## config.mk

```make
export PLATFORM = sky130hd
export DESIGN_NAME = piece_drop_engine
export DESIGN_NICKNAME = d
export VERILOG_FILES = /design/src/rtl/connect4_pkg.sv /design/src/rtl/piece_drop_engine.sv
export SDC_FILE = /design/constraint.sdc
export NUM_CORES = 1
export LEC_CHECK = 0
export ABC_AREA = 0
export ABC_CLOCK_PERIOD_IN_PS = 3500
export CAP_MARGIN = 5
export CORE_UTILIZATION = 45
export CTS_CLUSTER_DIAMETER = 50
export DETAILED_ROUTE_END_ITERATION = 16
export HOLD_SLACK_MARGIN = 0.08
export PLACE_DENSITY = 0.82
export SYNTH_ARGS = -nofsm -noshare
export SYNTH_HDL_FRONTEND = slang
export SYNTH_SLANG_ARGS = --single-unit
```

## constraint.sdc

```tcl
create_clock -name clk -period 3.5 [get_ports clk]
set_input_delay 0.35 -clock clk [delete_from_list [all_inputs] [get_ports clk]]
set_output_delay 0.35 -clock clk [all_outputs]
set_load 0.01 [all_outputs]
```

## src/rtl/connect4_pkg.sv

```systemverilog
// Shared Connect-4 board geometry and cell/board types used by the move engine,
// move generators and win checker.
package connect4_pkg;

  localparam int ROWS  = 6;
  localparam int COLS  = 7;
  localparam int CELLS = ROWS * COLS;

  typedef enum logic [1:0] {
    EMPTY = 2'b00,
    P1    = 2'b01,
    P2    = 2'b10
  } cell_t;

  typedef cell_t board_t [0:ROWS-1][0:COLS-1];

endpackage

```

## src/rtl/piece_drop_engine.sv

```systemverilog
// Accepts a column/player move, scans the column bottom-up one row per clock,
// drops the piece into the authoritative board register and reports where it landed.
module piece_drop_engine
  import connect4_pkg::*;
(
  input  logic            clk,
  input  logic            rst,
  input  logic            clear,
  input  logic            move_valid,
  input  logic [2:0]      move_col,
  input  logic [1:0]      move_player,
  output logic            move_ready,
  output board_t          board,
  output logic [COLS-1:0] col_full,
  output logic            done,
  output logic [2:0]      placed_row,
  output logic [2:0]      placed_col,
  output logic            rejected,
  output logic [5:0]      move_count,
  output logic            board_full
);

  // Handshake: a move transfers on a rising edge where move_valid && move_ready;
  // column and player are captured on that edge and the inputs are ignored
  // until move_ready is high again.

  typedef enum logic [1:0] {
    S_IDLE   = 2'd0,
    S_SCAN   = 2'd1,
    S_PLACE  = 2'd2,
    S_REJECT = 2'd3
  } state_t;

  localparam logic [2:0] ROW_LAST = 3'(ROWS - 1);
  localparam logic [2:0] COL_LAST = 3'(COLS - 1);
  localparam logic [5:0] CELLS_W  = 6'(CELLS);

  state_t     r_state;
  state_t     w_next_state;
  logic [2:0] r_col;
  cell_t      r_player;
  logic [2:0] r_scan_row;
  board_t     r_board;
  logic [5:0] r_count;
  logic [2:0] r_placed_row;
  logic [2:0] r_placed_col;

  logic w_handshake;
  logic w_legal;
  logic w_cell_empty;
  logic w_write;

  assign w_handshake  = move_valid && move_ready;
  assign w_legal      = (move_col <= COL_LAST) &&
                        ((move_player == 2'b01) || (move_player == 2'b10));
  assign w_cell_empty = (r_board[r_scan_row][r_col] == EMPTY);
  assign w_write      = (r_state == S_SCAN) && w_cell_empty;

  always_comb begin
    w_next_state = r_state;
    move_ready   = (r_state == S_IDLE) && !clear;
    done         = (r_state == S_PLACE);
    rejected     = (r_state == S_REJECT);
    case (r_state)
      S_IDLE: begin
        if (w_handshake) w_next_state = w_legal ? S_SCAN : S_REJECT;
      end
      S_SCAN: begin
        if (w_cell_empty)           w_next_state = S_PLACE;
        else if (r_scan_row == '0)  w_next_state = S_REJECT;
      end
      S_PLACE:  w_next_state = S_IDLE;
      S_REJECT: w_next_state = S_IDLE;
      default:  w_next_state = S_IDLE;
    endcase
  end

  always_ff @(posedge clk) begin
    if (rst) begin
      r_state      <= S_IDLE;
      r_col        <= '0;
      r_player     <= EMPTY;
      r_scan_row   <= '0;
      r_count      <= '0;
      r_placed_row <= '0;
      r_placed_col <= '0;
      for (int r = 0; r < ROWS; r++)
        for (int c = 0; c < COLS; c++)
          r_board[r][c] <= EMPTY;
    end else if (clear) begin
      // New game: wipe the board and drop any in-flight move silently.
      r_state <= S_IDLE;
      r_count <= '0;
      for (int r = 0; r < ROWS; r++)
        for (int c = 0; c < COLS; c++)
          r_board[r][c] <= EMPTY;
    end else begin
      r_state <= w_next_state;
      if (w_handshake) begin
        r_col      <= move_col;
        r_player   <= cell_t'(move_player);
        r_scan_row <= ROW_LAST;
      end else if ((r_state == S_SCAN) && !w_cell_empty) begin
        r_scan_row <= r_scan_row - 3'd1;
      end
      if (w_write) begin
        r_board[r_scan_row][r_col] <= r_player;
        r_placed_row               <= r_scan_row;
        r_placed_col               <= r_col;
        r_count                    <= r_count + 6'd1;
      end
    end
  end

  // A column is full once its top cell is occupied.
  always_comb begin
    col_full = '0;
    for (int c = 0; c < COLS; c++)
      col_full[c] = (r_board[0][c] != EMPTY);
  end

  assign board      = r_board;
  assign placed_row = r_placed_row;
  assign placed_col = r_placed_col;
  assign move_count = r_count;
  assign board_full = (r_count == CELLS_W);

endmodule

```

Word level (Yosys, flattened, before mapping)
Index checks and enable logic that the tools add are counted.
{ "classes": {"eq_ne": 8, "reduce_logical": 27, "add_sub_neg": 2, "muxes": 18, "n_lt_le_gt_ge": 5, "n_bitwise": 3} }
{ "ops": {"columns": ["op", "n"], "rows": [
  ["84-bit bitwise mux", 1],
  ["14-bit binary-select mux with 3-bit select", 1],
  ["14-bit demux with 3-bit select", 1],
  ["14-bit two-way mux", 3],
  ["2-bit nonzero test", 8],
  ["2-bit two-way mux", 7],
  ["4-bit greater-or-equal comparator (second input constant)", 2],
  ["4-bit by 1-bit < comparator with 1-bit output (second input constant)", 2],
  ["3-bit NOT with 4-bit output", 2],
  ["2-bit AND reduction", 4],
  ["1-bit logical AND", 7],
  ["6-bit by 1-bit adder with 6-bit output (second input constant)", 1],
  ["2-bit binary-select mux with 3-bit select", 1],
  ["2-bit demux with 3-bit select", 1],
  ["2-bit equality test (second input constant)", 3],
  ["6-bit equality test (second input constant)", 1],
  ["3-bit two-way mux", 2],
  ["2-bit one-hot mux with 3 select lines", 1],
  ["2-bit by 1-bit equality test with 1-bit output (second input constant)", 2],
  ["2-bit zero test", 2],
  ["2-bit OR reduction", 2],
  ["3-bit <= comparator (second input constant)", 1],
  ["3-bit zero test", 1],
  ["3-bit by 2-bit inequality test with 1-bit output (second input constant)", 1],
  ["other kinds (5)", 6]
]} }
{ "totals": {"elab_cells": 112, "output_inout_bits": 107, "regBits": 106, "in_bits": 9} }

Longest topological paths before layout
{ "depth": {"word_depth": 12, "mapped_depth": 13, "depth_no_buf": 7} }

Worst setup path before layout
Ideal clock, no wire load.
{ "synth_timing": {"kind": "register -> register", "start": "register r_scan_row[2]", "end": "register r_count[3], in the netlist move_count[3]", "setup_ps": 118, "arrival_time_ps": 2518, "stages_incl_launch_ff": 9, "n_path_buf": 1, "required_ps": 3382, "path_slack_ps": 864, "cell_sequence": "dfxtp_1 > mux2_1 > a221o_1 > a2111oi_2 > nor4_1 > or3_1 > buf_2 > or4_1 > mux2i_1"} }
{ "synth_between": {"elab_chain_len": 9} }
{ "synth_lines": {"columns": ["item", "line", "text"], "rows": [
  ["start, declared", "piece_drop_engine.sv:42", "logic [2:0] r_scan_row;"],
  ["start signal, assigned", "piece_drop_engine.sv:104", "r_scan_row <= r_scan_row - 3'd1;"],
  ["3-bit NOT with 4-bit output (not written as such)", "piece_drop_engine.sv:56", "assign w_cell_empty = (r_board[r_scan_row][r_col] == EMPTY);"],
  ["14-bit binary-select mux with 3-bit select", "piece_drop_engine.sv:56", null],
  ["14-bit two-way mux (not written as such) (2 in a row)", "piece_drop_engine.sv:56", null],
  ["2-bit binary-select mux with 3-bit select", "piece_drop_engine.sv:56", null],
  ["2-bit two-way mux (not written as such) (2 in a row)", "piece_drop_engine.sv:56", null],
  ["2-bit zero test", "piece_drop_engine.sv:56", null],
  ["1-bit logical AND", "piece_drop_engine.sv:57", "assign w_write = (r_state == S_SCAN) && w_cell_empty;"],
  ["end signal, assigned", "piece_drop_engine.sv:110", "r_count <= r_count + 6'd1;"],
  ["end, declared", "piece_drop_engine.sv:44", "logic [5:0] r_count;"]
]} }
Every way passes these cells. The select of a mux whose other input is x is not followed.
A chain may end at the register's enable or synchronous reset.

Final worst setup path
{ "layout_timing": {"start": "register r_scan_row[0]", "end": "register r_board (netlist bit board[35])"} }
{ "layout_between": {"elab_chain_len": 9, "word_cells_on_any_way": 15} }
{ "layout_lines": {"columns": ["item", "line", "text"], "rows": [
  ["3-bit NOT with 4-bit output (not written as such) *", "piece_drop_engine.sv:56, piece_drop_engine.sv:107", null],
  ["14-bit binary-select mux with 3-bit select", "piece_drop_engine.sv:56", null],
  ["14-bit two-way mux (not written as such) (2 in a row)", "piece_drop_engine.sv:56", null],
  ["2-bit binary-select mux with 3-bit select", "piece_drop_engine.sv:56", null],
  ["2-bit two-way mux (not written as such) (2 in a row)", "piece_drop_engine.sv:56", null],
  ["2-bit zero test", "piece_drop_engine.sv:56", null],
  ["1-bit logical AND", "piece_drop_engine.sv:57", null],
  ["end signal, assigned by index", "piece_drop_engine.sv:107", "r_board[r_scan_row][r_col] <= r_player;"],
  ["end, declared", "piece_drop_engine.sv:43", "board_t r_board;"]
]} }
Mark *: on every way between the ends. The rest lies on a longest branch, timed or not. The select of a mux whose other input is x is not followed.

==> qor.txt <==
P_leak -> 2.08 nW
Initial Util -> 47.3%
Slew of the pin with the lowest slew margin -> 1.13 ns
Initial antenna violation count -> 0
Slew margin rel. -> 24.2%
Clock transition at path regs -> 0.10 ns
Synth area leader -> dfxtp_1
Pin count of the biggest net entering global routing -> 49
Die ar. -> 0.0109 mm^2
Initial DRC Count -> 435
Synth unique cells -> 52
Async SR Flop Fraction -> 0%
RSZ-0062 raised after global routing -> false
Share of cells above drive strength 1 -> 10.2%
Vias -> 4687
Hold Fails Final Rpt -> 0
Post-synth EDFFs -> 0
Peak supply drop -> 0.240 mV
Adder-cell area share of the yosys netlist -> 1.06%
CP Launch Type -> flip-flop
Post-synth top area share -> 45.0%
Post-synthesis sequential area ratio -> 45.0%
Worst path required time -> 3.81 ns
Outcome -> complete, no violations
Layout fillers -> 845
Main combinational cell family by area after synthesis -> compound AO/OA/AOI/OAI gates
Die W -> 104 um
DRT Wirelength -> 14700 um
Post-CTS Resized -> 0
Worst-path fanout max -> 48
Area of the multi-input gates -> 0.00234 mm^2
Syn Nets -> 494
Max Transition Viols Final -> 0
Final Power -> 2.13 mW
F_max -> 0.301 GHz
Mux contribution to synthesized area -> 4.62%
Row count -> 36
CTS Buf Count -> 9
Top post-synthesis cells by area -> dfxtp_1, a32o_1, mux2i_1
Min-Delay Path Class -> reg -> reg
Power share of the combinational group -> 8.7%
Congestion Overflow GR -> 0
Post-Synthesis Cells -> 481
Mean Syn Cell Area -> 9.80 um^2
Dominant synthesized flop cell -> dfxtp_1
Die Y-Extent -> 104 um
Clk sinks -> 106
Clock buffer depth -> 2
Pint -> 1.55 mW
First-pass GRT wire length -> 23200 um
Crit path time final -> 3.32 ns
TritonCTS clock tree -> built
CP Capture Type -> flip-flop
Area grow syn2layout -> 31.6%
Critical-path cell list -> buf_4 -> nor3b_2 -> buf_4 -> a21oi_1 -> o221ai_1 -> o2111a_1 -> or3_1 -> nor3_4 -> buf_4 -> a32o_1
Vias in the first global route -> 4415
Final ANT Viol Nets -> 0
Part of the power in the clock network -> 33.9%
All-Layer GR Usage -> 26.6%
Setup Skew -> 0.0118 ns
Via density per instance -> 6.49
# DRC -> 0
Crit share post-route -> 94.9%
Critical path's slowest cell -> dfxtp_1
Sw power -> 0.582 mW
CP max stage delay -> 0.82 ns
Most frequent cells in the layout -> clkdlybuf4s50_1, dfxtp_1, a32o_1
Register bit total from synthesis -> 106
Drt first pass iters -> 5
Placer congestion estimate -> 0.905
WP data arrival -> 3.63 ns
Synth Area in Compound Gates -> 29.3%
Clk Latency, worst-skew pair -> 0.37 ns
Pwr dens -> 344 mW/mm^2
FF/Latch Area -> 0.00212 mm^2
Nets -> 597
IO Port Bufs -> 115
R2R Setup Slk -> 0.18 ns
Sequential group share of total power -> 57.4%
Drt wl/cell -> 20.4 um
Commonest non-fill, non-tap cell in the layout -> clkdlybuf4s50_1
Setup_tns -> 0 ns
Final setup viols -> 0
Switching Share -> 27.3%
Hold-fix buffers, CTS -> 0
Max cap viols -> 0
IO Pins -> 116
CTS root buf -> clkbuf_8
Synth Area in XOR/XNOR -> 0.186%
Crit path kind -> reg -> reg
Simple-gate area share of the yosys netlist -> 14.4%
Most common cell on crit path -> buf_4
Placed wire-length estimate -> 10200 um
CTS HTree Levels -> 3
Cell Area, Synth -> 0.00471 mm^2
Core ar. -> 0.00995 mm^2
Synth warnings -> 0
N_diodes -> 0
Post-CTS Setup Bufs -> 0
per-layer routing:
metal  wire [um]  GRT usage (%)  up-vias
li1            -              -     2097
met5           0              0        -
met1        6310           36.0     2267
met3        1260           5.39       41
met2        6840           41.4      282
met4         336           9.90        0
Yosys cell counts, types with 4 or more instances:
library cell  number
a2111oi_0          5
a211oi_1           7
a21oi_1           20
a221o_1            4
a31oi_1            4
a32o_1            80
and2_1             5
buf_2             15
buf_4              5
clkbuf_1          26
dfxtp_1          106
ha_1               4
inv_1              9
mux2_2             5
mux2i_1           15
nand2_1           26
nand2b_1           7
nand3_1            8
nand3b_1           4
nand4_1            8
nor2_1            30
nor2b_1            5
nor3_1            15
o21ai_0            6
o31ai_1            8
or2_2              8
or3_1              6
final cells by class:
type                            instances  area share, %
Clock buffer                           10           2.06
Sequential cell                       106           34.2
Clock inverter                          6          0.907
Inverter                               10          0.605
Multi-Input combinational cell        317           37.8
Tap cell                              133           2.68
Timing Repair Buffer                  140           21.8
power by group through the flow:
stage          sequential, mW  clock [mW]  combinational [mW]
2_1_floorplan            1.24           0               0.123
6_report                 1.22       0.724               0.185
5_1_grt                  1.23       0.777               0.198
3_5_place_dp             1.25           0               0.179
4_1_cts                  1.22       0.730               0.179
3_3_place_gp             1.25           0               0.175
path summary, 6_finish.rpt:
path,start,endpoint,cells after the start
max,r_scan_row[0],board[35],10
min,placed_row[2],placed_row[2],2
max reg2reg,r_scan_row[0],board[35],10
min reg2reg,placed_row[2],placed_row[2],2
metrics by stage:
step / util [%] / instance area, um^2 / hold slack [ns] / setup WS [ns] / cells
2_1_floorplan: - / 4710 / 0.450 / 0.864 / 481
3_3_place_gp: 60.5 / 6020 / 0.461 / 0.392 / 706
3_5_place_dp: 60.5 / 6020 / 0.468 / 0.344 / 706
4_1_cts: 62.3 / 6200 / 0.486 / 0.303 / 722
5_1_grt: 62.3 / 6200 / 0.506 / 0.0342 / 722
6_report: 62.3 / 6200 / 0.484 / 0.180 / 722
worst max-delay path, delay by kind of cell (launching register included):
family | cells | cell delay, ns
buf+inv | 3 | 1.01
flops | 1 | 0.82
compound gates | 4 | 0.77
simple gates | 3 | 0.66
sequential cells by signal, indices dropped and copies added, names as in the netlist:
register,count
r_player,2
placed_row,3
r_state,2
r_col,3
board,84
r_scan_row,3
placed_col,3
move_count,6
kinds of logic after synthesis:
| logic type | after synthesis |
|---|---|
| and+or+nand+nor | 131 |
| DFF | 106 |
| muxes | 21 |
| xor gates and xnor gates | 1 |
| buffers and inverters | 58 |
| AOI/OAI and AO/OA | 160 |
| adders and majority gates | 4 |
(Power assumes the default switching activity.)
==> variant 1, RTL diff (same settings) <==
The 4 states of `state_t` get a one-hot encoding in 4 bits.
--- a/src/rtl/piece_drop_engine.sv
+++ b/src/rtl/piece_drop_engine.sv
@@ -25,9 +25,9 @@
   // until move_ready is high again.
 
-  typedef enum logic [1:0] {
-    S_IDLE   = 2'd0,
-    S_SCAN   = 2'd1,
-    S_PLACE  = 2'd2,
-    S_REJECT = 2'd3
+  typedef enum logic [3:0] {
+    S_IDLE   = 4'b0001,
+    S_SCAN   = 4'b0010,
+    S_PLACE  = 4'b0100,
+    S_REJECT = 4'b1000
   } state_t;
 
Function: same outputs for any inputs over 4 cycles, from zero or initial values and one cycle with rst high; so few cycles prove little.
==> variant 1 against the original RTL <==
  * Area after synthesis fell by 0.93%
  * Sequential cell count rose by 2
  * Setup slack improved by 0.18 ns
  * Wire length fell by 1.2%
  * Design area fell by 0.89%
  * Power rose by 1.4%
  * Sequential share of layout area rose by 0.96 points
  * Clock skew fell by 0.0036 ns
  * Largest power group unchanged
==> variant 1: results (changes against the original RTL) <==
stage;metric;value;unit;change
grt;grt_pass1_vias;4197;;-4.9%
power;peakVddDrop;0.177;mV;-26%
synth;synth_nets;496;;+0.40%
sta;tightest_slew;0.774;ns;-0.354 ns
synth;syn-instance-count;483;;+0.42%
cells_and_area;fillCellCount;869;;+2.8%
clock_tree;ctsLongestPathBuffers;2;;unchanged
clock_tree;path_clk_slew;0.10;ns;about the same
grt;antenna_found_initial;0;;unchanged
clock_tree;cts_resized;0;;unchanged
setup_path;crit_path_max_fanout;18;;-63%
clock_tree;root_buffer;clkbuf_8;;
setup_path;path_delay_family;simple AND/OR/NAND/NOR gates;;
routing;route.vias.total;4415;;-5.8%
power;power_leakage;2.12;nW;+2.0%
routing;drt_iter0_markers;312;;-28%
clock_tree;cts_made_buffers;9;;unchanged
routing;dr.pass1.iters;5;;unchanged
grt;grt_max_degree;63;;+29%
cells_and_area;layout.cells.non_filler;728;;+0.83%
cells_and_area;finalNetCount;603;;+1.0%
setup_path;cpPeakStageDelay;0.83;ns;
synth;netlist_top_cells_area;dfxtp_1 (46%), a22o_1 (12%), nor2_1 (3.7%), nand2_1 (3.1%), a32o_1 (2.6%);;
placement;hpwl;10.5;mm;+2.8%
placement;portBuffers;115;;unchanged
grt;grt_use_total;0.270;;+0.00413
placement;post-place-cells;712;;+0.85%
synth;ys_seq_area_frac;0.463;;+0.0128
setup_path;cp.arrival;3.44;ns;-0.19 ns
sta;worst_clock_skew;0.00821;ns;-0.00359 ns
synth;synth_commonest_cells;dfxtp_1 (108), a22o_1 (64), nor2_1 (46);;
setup_path;crit_slowest_cell;dfxtp_1;;
routing;wire_per_inst;20.0;um;-2.0%
worst_hold_path;hp-class;flop to flop;;
synth;synth_cell_types;59;;+13%
placement;gp_congestion;0.917;;+1.3%
grt;grt_first_pass_wirelength;22.9;mm;-1.1%
clock_tree;htreeDepth;3;;unchanged
clock_tree;clock_latency;0.38;ns;
run_status;outcome;finished clean;;
cells_and_area;drive_gt1_frac;0.106;;+0.00401
synth;yosys_warnings;0;;unchanged
-- variant 1: cell count changes after synthesis, moves of 9 or more --
| cell | before | now |
|---|---|---|
| a32o_1 | 80 | 12 |
| a22o_1 | 3 | 64 |
| nor2_1 | 30 | 46 |
| o21ai_0 | 6 | 20 |
| nand2_1 | 26 | 39 |
| buf_2 | 15 | 6 |
-- variant 1: path summary, 6_finish.rpt --
check | start | to | slack (ns) | cells after the start
min | placed_col[1] | placed_col[1] | 0.48 | 2
max | r_scan_row[2] | board[26] | 0.36 | 9
min reg2reg | placed_col[1] | placed_col[1] | 0.48 | 2
max reg2reg | r_scan_row[2] | board[26] | 0.36 | 9
-- variant 1: final cells by class --
class / instances / share of cell area
clock buffer: 10 / 0.0224
tap: 133 / 0.0271
clock inverter: 6 / 0.0118
timing repair buffer: 132 / 0.210
sequential: 108 / 0.352
inverter: 7 / 0.00427
multi-input combinational: 332 / 0.373
-- variant 1: cell families (layout without fill, tap and decap cells) --
family,Yosys count,in the layout,share of synthesized area
buffers and inverters,43,155,0.0474
XOR/XNOR,2,2,0.00375
flip-flops,108,108,0.463
adder cells (fa/ha/maj),4,4,0.0107
multiplexers,18,18,0.0531
AO/OA/AOI/OAI,153,153,0.249
AND/OR/NAND/NOR,155,155,0.173
-- variant 1: stage by stage --
step                      cell area, um2  setup slack (ns)  power (W)
after detailed placement            5940             0.428    0.00139
after global placement              5940             0.480    0.00139
after global routing                6150             0.150    0.00223
after CTS                           6150             0.410    0.00216
final                               6150             0.356    0.00216
after floorplan                     4670             0.916    0.00136
-- variant 1: layer usage --
metal / vias to the layer above / GRT usage / share of wire
met2: 238 / 0.438 / 0.47
li1: 2020 / - / -
met5: - / 0 / 0
met3: 28 / 0.0407 / 0.079
met4: 0 / 0.109 / 0.023
met1: 2129 / 0.359 / 0.43
-- variant 1: report_power, final --
group / total (W) / switching (W) / internal (W)
registers: 0.00125 / 0.0000133 / 0.00123
clock network: 0.000794 / 0.000437 / 0.000357
logic: 0.000123 / 0.0000783 / 0.0000443
total: 0.00216 / 0.000529 / 0.00163
-- variant 1: worst min-delay path, cell delays in order (launching register included) --
cell	delay (ns)
dfxtp_1	0.32
o21ai_0	0.06
a21oi_1	0.06
==> variant 2, RTL diff (same flow settings) <==
Without the edit above. The package constant `ROWS` goes from 6 to 7.
--- a/src/rtl/connect4_pkg.sv
+++ b/src/rtl/connect4_pkg.sv
@@ -3,5 +3,5 @@
 package connect4_pkg;
 
-  localparam int ROWS  = 6;
+  localparam int ROWS  = 7;
   localparam int COLS  = 7;
   localparam int CELLS = ROWS * COLS;
Interface: changed (resized board); port bits go from 116 to 130. No check against the original RTL was run, so the function may have changed too.
==> variant 2 against the original RTL <==
  * Sequential cell count rose by 14
  * First-iteration DRC count grew 38%
  * Synthesized cell count grew 21%
  * Combinational power shrank 14%
  * Area after synthesis grew 9.9%
  * Sequential share of layout area is 0.66 points lower
  * Critical endpoint is now board[47]
  * Setup slack worse by 0.00072 ns
  * Design area rose by 15%
  * Hold slack worse by 0.017 ns
  * Power rose by 60%
  * Wire length is 12% higher
  * Largest power group is now clock
  * Highest routed layer unchanged
==> variant 2: results (changes against the original RTL) <==
stage;metric;value;unit;change
synth;avgSynthCellArea;8.90;um2;-9.2%
routing;dr.pass1.iters;5;;unchanged
power;switching_power;0.000832;W;+43%
clock_tree;path_clk_slew;0.06;ns;-0.04 ns
cells_and_area;finalNetCount;716;;+20%
placement;gp_congestion;0.892;;-1.4%
synth;synth_compound_area_frac;0.205;;-0.0879
grt;grt_first_pass_wirelength;25.4;mm;+9.4%
synth;synth_xor_area_frac;0.00676;;+0.00491
clock_tree;ctsLongestPathBuffers;2;;unchanged
routing;met2_length;7.78;mm;+14%
power;power_leakage;2.62;nW;+26%
setup_path;rr_worst_depth;8;;-2
clock_tree;htreeDepth;4;;+1
clock_tree;clock_latency;0.41;ns;+0.04 ns
cells_and_area;antenna_cells;0;;unchanged
setup_path;crit_start;r_scan_row[2];;
placement;post-place-cells;824;;+17%
routing;route.vias.total;5056;;+7.9%
grt;grt_pass1_vias;4801;;+8.7%
sta;worst_clock_skew;0.0114;ns;-0.000392 ns
power;powerClk;0.00187;W;+160%
clock_tree;postCtsSetupRepairBufs;0;;unchanged
routing;wl_met3;1.76;mm;+40%
power;comb_power;0.000159;W;-14%
clock_tree;cts_made_buffers;17;;+8
sta;drv_slew;0;;unchanged
setup_path;crit_path_max_fanout;15;;-69%
synth;ys_seq_area_frac;0.464;;+0.0137
synth;netlist_top_cells_area;dfxtp_1 (46%), nand2_1 (6.9%), a22o_1 (4.9%), o21ai_1 (4.4%), nor2_1 (3.8%);;
placement;hpwl;11.4;mm;+12%
setup_path;endpoint;board[47];;
cells_and_area;layout.cells.non_filler;856;;+19%
grt;grt-ovfl-total;0;;unchanged
synth;synthAdderAreaFrac;0.00966;;-0.000954
setup_path;reg2reg_setup_slack;0.18;ns;about the same
sta;tightest_slew;0.614;ns;-0.514 ns
clock_tree;root_buffer;clkbuf_16;;
synth;synth_cell_types;59;;+13%
synth;synthMuxAreaShare;0.0684;;+0.0222
routing;met1Wirelength;6.53;mm;+3.5%
grt;antenna_found_initial;0;;unchanged
power;peakVddDrop;0.257;mV;+7.2%
run_status;outcome;finished clean;;
grt;grt_max_degree;49;;unchanged
routing;routed_wl;16.6;mm;+12%
cells_and_area;drive_gt1_frac;0.116;;+0.0141
placement;portBuffers;129;;+12%
synth;synth_nets;595;;+20%
synth;synth_commonest_cells;dfxtp_1 (120), nand2_1 (95), nor2_1 (53);;
routing;drt_iter0_markers;600;;+38%
grt;grt_use_total;0.284;;+0.0186
setup_path;r2r-start;r_scan_row[2];;
cells_and_area;largest_reg_flops;98;;+17%
==> variant 2: cell count changes after synthesis, moves of 7 or more <==
cell / delta
nor3_1: -11
dfxtp_1: +14
o21ai_1: +46
a22o_1: +26
a32o_1: -79
o21ai_0: +28
o31ai_1: -7
nand2_1: +69
buf_6: +7
buf_2: -9
nor2b_1: +7
nor2_1: +23
==> variant 2: cell type report <==
type                    count  area [um2]
clock buffers              17         425
well taps                 140         175
fillers                   867        3870
multi-input cells         415        2540
repair buffers            142        1390
inverters                   7        26.3
flip-flops and latches    120        2400
clock inverters            15         205
==> variant 2: per-stage QoR <==
stage	util	total power, W	hold WS (ns)	setup WS [ns]	instance area [um2]
final	0.649	0.00341	0.467	0.179	7160
after global routing	0.649	0.00350	0.486	0.0232	7160
after CTS	0.649	0.00342	0.470	0.249	7160
after detailed placement	0.592	0.00157	0.461	0.313	6530
after global placement	0.592	0.00157	0.456	0.436	6530
after floorplan	-	0.00152	0.471	0.854	5180
==> variant 2: how the worst min path moves through the flow <==
stage,from,endpoint,slack [ns],depth (start not counted)
3_3_place_gp,board[75],board[75],0.46,2
5_1_grt,board[34],board[34],0.49,2
3_5_place_dp,board[63],board[63],0.46,2
4_1_cts,board[63],board[63],0.47,2
2_1_floorplan,r_player[0],r_player[0],0.47,2
6_report,board[81],board[81],0.47,2
==> variant 2: critical path, stage by stage, from the launching register on <==
cell and delay, ns:
dfxtp_1 0.64, mux2_2 0.42, a221oi_2 0.28, nor2_1 0.06, or3_1 0.39, a221oi_4 0.41
nand3_4 0.25, or3_4 0.49, o21ai_0 0.27
==> variant 2: routing by layer <==
layer,vias to the layer above,GRT usage
met5,-,0
met4,0,0.127
met3,51,0.0586
met2,328,0.448
met1,2373,0.374
li1,2304,-
